===== src/rtl/logistic_scheduler_if.sv =====
// Bus bundle for logistic_scheduler: run control, operands, read port and status.
interface logistic_scheduler_if #(
   parameter int LW = 3
);
   logic          start;
   logic [17:0]   mu;
   logic [8:0]    times;
   logic [16:0]   dzero_base;
   logic [LW-1:0] rd_lane;
   logic [16:0]   rd_x;
   logic          busy;
   logic          done;
   logic [8:0]    sweep;

   // Driver side (testbench / host)
   modport master (
      output start, mu, times, dzero_base, rd_lane,
      input  rd_x, busy, done, sweep
   );

   // Scheduler side
   modport slave (
      input  start, mu, times, dzero_base, rd_lane,
      output rd_x, busy, done, sweep
   );
endinterface


===== src/rtl/logistic_scheduler.sv =====
// Time-multiplexed logistic map x <- mu*x*(1-x) over LANES lanes sharing
// one two-stage multiplier datapath (MUL1: x*(1-x), MUL2: scale by mu).
module logistic_scheduler #(
   parameter int LANES = 8,
   parameter int LW    = 3
) (
   input logic                CLK,
   input logic                RST,
   logistic_scheduler_if.slave bus
);

   typedef enum logic [1:0] {IDLE, LOAD, MUL1, MUL2} state_t;

   state_t        state_q, state_d;
   logic [16:0]   x_q [LANES];
   logic [16:0]   x_d [LANES];
   logic [LW-1:0] p_q, p_d;
   logic [33:0]   term_q, term_d;
   logic [17:0]   mu_q, mu_d;
   logic [8:0]    times_q, times_d;
   logic [16:0]   base_q, base_d;
   logic          busy_q, busy_d;
   logic          done_q, done_d;
   logic [8:0]    sweep_q, sweep_d;
   logic [16:0]   rd_x_q, rd_x_d;

   logic [16:0]   sel_x;
   logic [33:0]   term_calc;
   logic [16:0]   x_new;
   logic [8:0]    sweep_inc;

   // Shared datapath: first stage forms x*(2^17-x); second stage keeps the
   // top 18 bits of that product, scales by mu and takes Q0.17 result bits.
   always_comb begin
      sel_x     = x_q[p_q];
      term_calc = {17'b0, sel_x} * (34'h20000 - {17'b0, sel_x});
      x_new     = 17'(({18'b0, mu_q} * {18'b0, 18'(term_q >> 16)}) >> 17);
      sweep_inc = sweep_q + 9'd1;
   end

   // Next-state logic for the FSM, lane registers and status outputs
   always_comb begin
      state_d = state_q;
      for (int unsigned i = 0; i < LANES; i++) x_d[i] = x_q[i];
      p_d     = p_q;
      term_d  = term_q;
      mu_d    = mu_q;
      times_d = times_q;
      base_d  = base_q;
      busy_d  = busy_q;
      done_d  = done_q;
      sweep_d = sweep_q;
      rd_x_d  = x_q[bus.rd_lane];

      case (state_q)
         IDLE: begin
            if (bus.start) begin
               mu_d    = bus.mu;
               times_d = bus.times;
               base_d  = bus.dzero_base;
               done_d  = 1'b0;
               sweep_d = '0;
               busy_d  = 1'b1;
               state_d = LOAD;
            end
         end
         LOAD: begin
            for (int unsigned i = 0; i < LANES; i++) x_d[i] = base_q + 17'(i);
            p_d = '0;
            if (times_q == 9'd0) begin
               busy_d  = 1'b0;
               done_d  = 1'b1;
               state_d = IDLE;
            end else begin
               state_d = MUL1;
            end
         end
         MUL1: begin
            term_d  = term_calc;
            state_d = MUL2;
         end
         MUL2: begin
            x_d[p_q] = x_new;
            if (p_q == LW'(LANES - 1)) begin
               p_d     = '0;
               sweep_d = sweep_inc;
               if (sweep_inc == times_q) begin
                  busy_d  = 1'b0;
                  done_d  = 1'b1;
                  state_d = IDLE;
               end else begin
                  state_d = MUL1;
               end
            end else begin
               p_d     = p_q + LW'(1);
               state_d = MUL1;
            end
         end
         default: state_d = IDLE;
      endcase
   end

   // State registers with synchronous active-high reset
   always_ff @(posedge CLK) begin
      if (RST) begin
         state_q <= IDLE;
         for (int unsigned i = 0; i < LANES; i++) x_q[i] <= '0;
         p_q     <= '0;
         term_q  <= '0;
         mu_q    <= '0;
         times_q <= '0;
         base_q  <= '0;
         busy_q  <= 1'b0;
         done_q  <= 1'b0;
         sweep_q <= '0;
         rd_x_q  <= '0;
      end else begin
         state_q <= state_d;
         for (int unsigned i = 0; i < LANES; i++) x_q[i] <= x_d[i];
         p_q     <= p_d;
         term_q  <= term_d;
         mu_q    <= mu_d;
         times_q <= times_d;
         base_q  <= base_d;
         busy_q  <= busy_d;
         done_q  <= done_d;
         sweep_q <= sweep_d;
         rd_x_q  <= rd_x_d;
      end
   end

   assign bus.rd_x  = rd_x_q;
   assign bus.busy  = busy_q;
   assign bus.done  = done_q;
   assign bus.sweep = sweep_q;

endmodule


===== src/flat_wrapper.sv =====
// flat-port wrapper written by rule: the top's interface ports become plain ports
module logistic_scheduler_flat 
#(
   parameter int LANES = 8,
   parameter int LW    = 3
)
  (CLK, RST, bus_start, bus_mu, bus_times, bus_dzero_base, bus_rd_lane, bus_rd_x, bus_busy, bus_done, bus_sweep);
  logistic_scheduler_if #(.LW(LW)) bus_i ();
  input logic CLK;
  input logic RST;
  input wire logic [$bits(bus_i.start)-1:0] bus_start;
  input wire logic [$bits(bus_i.mu)-1:0] bus_mu;
  input wire logic [$bits(bus_i.times)-1:0] bus_times;
  input wire logic [$bits(bus_i.dzero_base)-1:0] bus_dzero_base;
  input wire logic [$bits(bus_i.rd_lane)-1:0] bus_rd_lane;
  output wire logic [$bits(bus_i.rd_x)-1:0] bus_rd_x;
  output wire logic [$bits(bus_i.busy)-1:0] bus_busy;
  output wire logic [$bits(bus_i.done)-1:0] bus_done;
  output wire logic [$bits(bus_i.sweep)-1:0] bus_sweep;
  assign bus_i.start = bus_start;
  assign bus_i.mu = bus_mu;
  assign bus_i.times = bus_times;
  assign bus_i.dzero_base = bus_dzero_base;
  assign bus_i.rd_lane = bus_rd_lane;
  assign bus_rd_x = bus_i.rd_x;
  assign bus_busy = bus_i.busy;
  assign bus_done = bus_i.done;
  assign bus_sweep = bus_i.sweep;
  logistic_scheduler #(.LANES(LANES), .LW(LW)) u_core (.CLK(CLK), .RST(RST), .bus(bus_i));
endmodule

===== config.mk =====
export PLATFORM = sky130hd
export DESIGN_NAME = logistic_scheduler_flat
export DESIGN_NICKNAME = d
export VERILOG_FILES = /design/src/rtl/logistic_scheduler_if.sv /design/src/rtl/logistic_scheduler.sv /design/src/flat_wrapper.sv
export SDC_FILE = /design/constraint.sdc
export NUM_CORES = 2
export LEC_CHECK = 0
export ABC_AREA = 1
export BUFFER_PORTS_ARGS = -buffer_cell sky130_fd_sc_hd__buf_2
export CAP_MARGIN = 30
export CORE_MARGIN = 4
export CORE_UTILIZATION = 50
export DETAILED_ROUTE_END_ITERATION = 8
export GPL_ROUTABILITY_DRIVEN = 0
export PLACE_DENSITY = 0.75
export SLEW_MARGIN = 20
export SYNTH_ARGS = -nofsm -noshare
export SYNTH_HDL_FRONTEND = slang
export SYNTH_SLANG_ARGS = --single-unit

===== constraint.sdc =====
create_clock -name CLK -period 17.01 [get_ports CLK]
set_input_delay 2.5515 -clock CLK [delete_from_list [all_inputs] [get_ports CLK]]
set_output_delay 2.5515 -clock CLK [all_outputs]
set_load 0.02 [all_outputs]

==> flow_summary.json <==
{
  "status": "complete, no violations",
  "power.share.clock": 0.164,
  "track_usage": 0.299,
  "min_period_ns": 9.36,
  "synthArstFlopShare": 0,
  "crit_fanout": 91,
  "io_pins": 78,
  "power.density_nw_per_um2": 111,
  "via_count": 31587,
  "fp.dieW_um": 268,
  "crit_arrival_ns": 9.83,
  "crit_type": "flip-flop to flip-flop",
  "area_growth_pct": 5.50,
  "grt_antenna_before_repair": 3,
  "post-route-period-util": 0.550,
  "syn_inst": 4702,
  "slowest_delay_ns": 0.68,
  "io_buffer_count": 77,
  "ys_dominant_reg_cell": "dfxtp_1",
  "ys_seq_area_frac": 0.138,
  "synth_edf_count": 0,
  "cts-root-buf": "clkbuf_16",
  "rsz0062_at_grt": "false",
  "end_kind": "flip-flop",
  "fp-row-count": 95,
  "grt_pass1_vias": 31684,
  "die_height_um": 268,
  "critPathRequiredTime_ns": 17.48,
  "cts_max_path_buffers": 3,
  "pwr-share-seq": 0.175,
  "min_path_type": "flip-flop to flip-flop",
  "dpl.cell_count": 5461,
  "p_sw_frac": 0.533,
  "crit_top_cell": "fa_1",
  "tightest_slew_ns": 1.06,
  "clk_pin_slew_ns": 0.06,
  "die_area_um2": 71900,
  "ant_nets": 0,
  "gr-total-overflow": 0,
  "drive_gt1_frac": 0.0548,
  "diodes": 0,
  "finalHoldViolations": 0,
  "p_sw_mw": 2.12,
  "grt_pass1_wl_mm": 170,
  "drc_errors": 0,
  "fmax_ghz": 0.107,
  "cts_buffers": 27,
  "yosysWarnings": 0,
  "wl_per_cell_um": 19.6,
  "fin_skew_ns": 0.0182,
  "fill_cells": 6411,
  "drv_cap": 0,
  "finalNonFillerCells": 5512,
  "synth_top_cell_area_share": 0.289,
  "avgSynthCellArea_um2": 7.20,
  "p_int_mw": 1.86,
  "mostFrequentLayoutCells": "inv_1 (999), nand2_1 (873), fa_1 (489)",
  "cts_sinks": 234,
  "fin_ws_ns": 7.65,
  "routed_via_density": 5.73,
  "synth-seq-cells": 234,
  "dp_hpwl_mm": 80.9,
  "insertion_delay_ns": 0.59,
  "leakagePower_nw": 17.3,
  "htree_levels": 1,
  "maxSlewHeadroom": 0.293,
  "synth.top_cells.by_area": "fa_1 (29%), dfxtp_1 (14%), inv_1 (11%), nand2_1 (9.7%), ha_1 (8.4%)",
  "power.share.combinational": 0.661,
  "tns_ns": 0,
  "crit_slowest_cell": "buf_4",
  "initial_core_util": 0.504,
  "synth.distinct_cells": 61,
  "cts_setup_buffers": 0,
  "drt_pass1_iterations": 7,
  "grt_start_max_net_pins": 92,
  "hold_ws_ns": 0.473,
  "drt_iter0_drc": 3802,
  "wl_mm": 108,
  "setup-violations-final": 0,
  "cts.repair.resized": 0,
  "fp.coreArea_um2": 67200,
  "cts_tree": "done",
  "dp_slack_ns": 7.92,
  "nets": 5389,
  "postCtsHoldBufs": 0,
  "final_common_cell": "inv_1",
  "yosysTopAreaCell": "fa_1",
  "slew_viol_final": 0,
  "cp-start-kind": "flip-flop",
  "netlist_area_um2": 33900,
  "irDropWorstVdd_mv": 0.130
}
per-stage QoR:
| step | util | power, mW | instance area, um^2 |
|---|---|---|---|
| floorplan | - | 2.51 | 33900 |
| global placement | 0.516 | 3.21 | 34700 |
| detailed placement | 0.516 | 3.27 | 34700 |
| CTS | 0.531 | 3.94 | 35600 |
| global route | 0.532 | 4.32 | 35700 |
| finish | 0.532 | 3.97 | 35700 |
state kept, by name, summed over array words and instances, names as in the netlist, 3 cells and up, named ones only:
signal / flops
u_core.base_q: 17
u_core.bus.rd_x: 17
u_core.bus.sweep: 9
u_core.mu_q: 18
u_core.p_q: 3
u_core.term_q: 18
u_core.times_q: 9
u_core.x_q: 136
cell type report:
type	count	area, um^2	area share
multi-input cells	3201	24300	0.681
flip-flops and latches	234	4690	0.131
inverters	1035	3890	0.109
well taps	873	1090	0.0306
repair buffers	123	776	0.0217
clock buffers	36	769	0.0215
clock inverters	10	194	0.00543
worst max-delay path: cells and delay by family, from the launching register on:
kind / cells / cell delay (ns)
AO/OA/AOI/OAI: 6 / 1.44
adder cells (fa/ha/maj): 8 / 3.68
buffers and inverters: 9 / 1.88
flip-flops: 1 / 0.31
AND/OR/NAND/NOR: 12 / 1.80
synthesized netlist by cell type, types with 15 or more instances:
cell type / number
ha_1: 228
xor2_1: 32
dfxtp_1: 234
buf_2: 26
fa_1: 489
clkbuf_1: 163
a21oi_1: 319
nor3_1: 22
o21ai_1: 15
o22ai_1: 18
or2_2: 20
inv_1: 1001
o21ai_0: 310
inv_2: 20
a31oi_1: 89
nand2_1: 874
o211ai_1: 19
nand4_1: 15
buf_1: 43
nor2_1: 392
nand3_1: 201
logic make-up (layout without fill, tap and decap cells):
family                     after synthesis  count (layout)  share of synthesized area
and+or+nand+nor                       1569            1569                      0.191
buffers and inverters                 1282            1204                      0.146
AOI/OAI and AO/OA                      853             853                      0.139
adders and majority gates              717             717                      0.373
DFF                                    234             234                      0.138
xor gates and xnor gates                45              45                     0.0121
other                                    2              17                   0.000222
path summary, 6_finish.rpt:
kind,startpoint,to,slack (ns),depth (start not counted)
setup / recovery,flip-flop,u_core.term_q[31],7.65,35
hold / removal,u_core.bus.busy,u_core.bus.busy,0.47,2
setup reg to reg,flip-flop,u_core.term_q[31],7.65,35
hold reg to reg,u_core.bus.busy,u_core.bus.busy,0.47,2
routing by layer:
layer,track usage,vias to the layer above,share of wire
met4,0.170,4,0.069
met3,0.0682,448,0.12
met1,0.385,14908,0.38
li1,-,14310,-
met2,0.465,1917,0.44
met5,0,-,0.00019
power groups by stage:
stage / combinational (mW) / sequential (mW) / clock, mW
finish: 2.63 / 0.697 / 0.651
global route: 2.95 / 0.700 / 0.671
detailed placement: 2.56 / 0.710 / 0
CTS: 2.58 / 0.699 / 0.652
global placement: 2.50 / 0.709 / 0
floorplan: 1.88 / 0.634 / 0
Note: power is estimated with default switching activity, not from simulation.
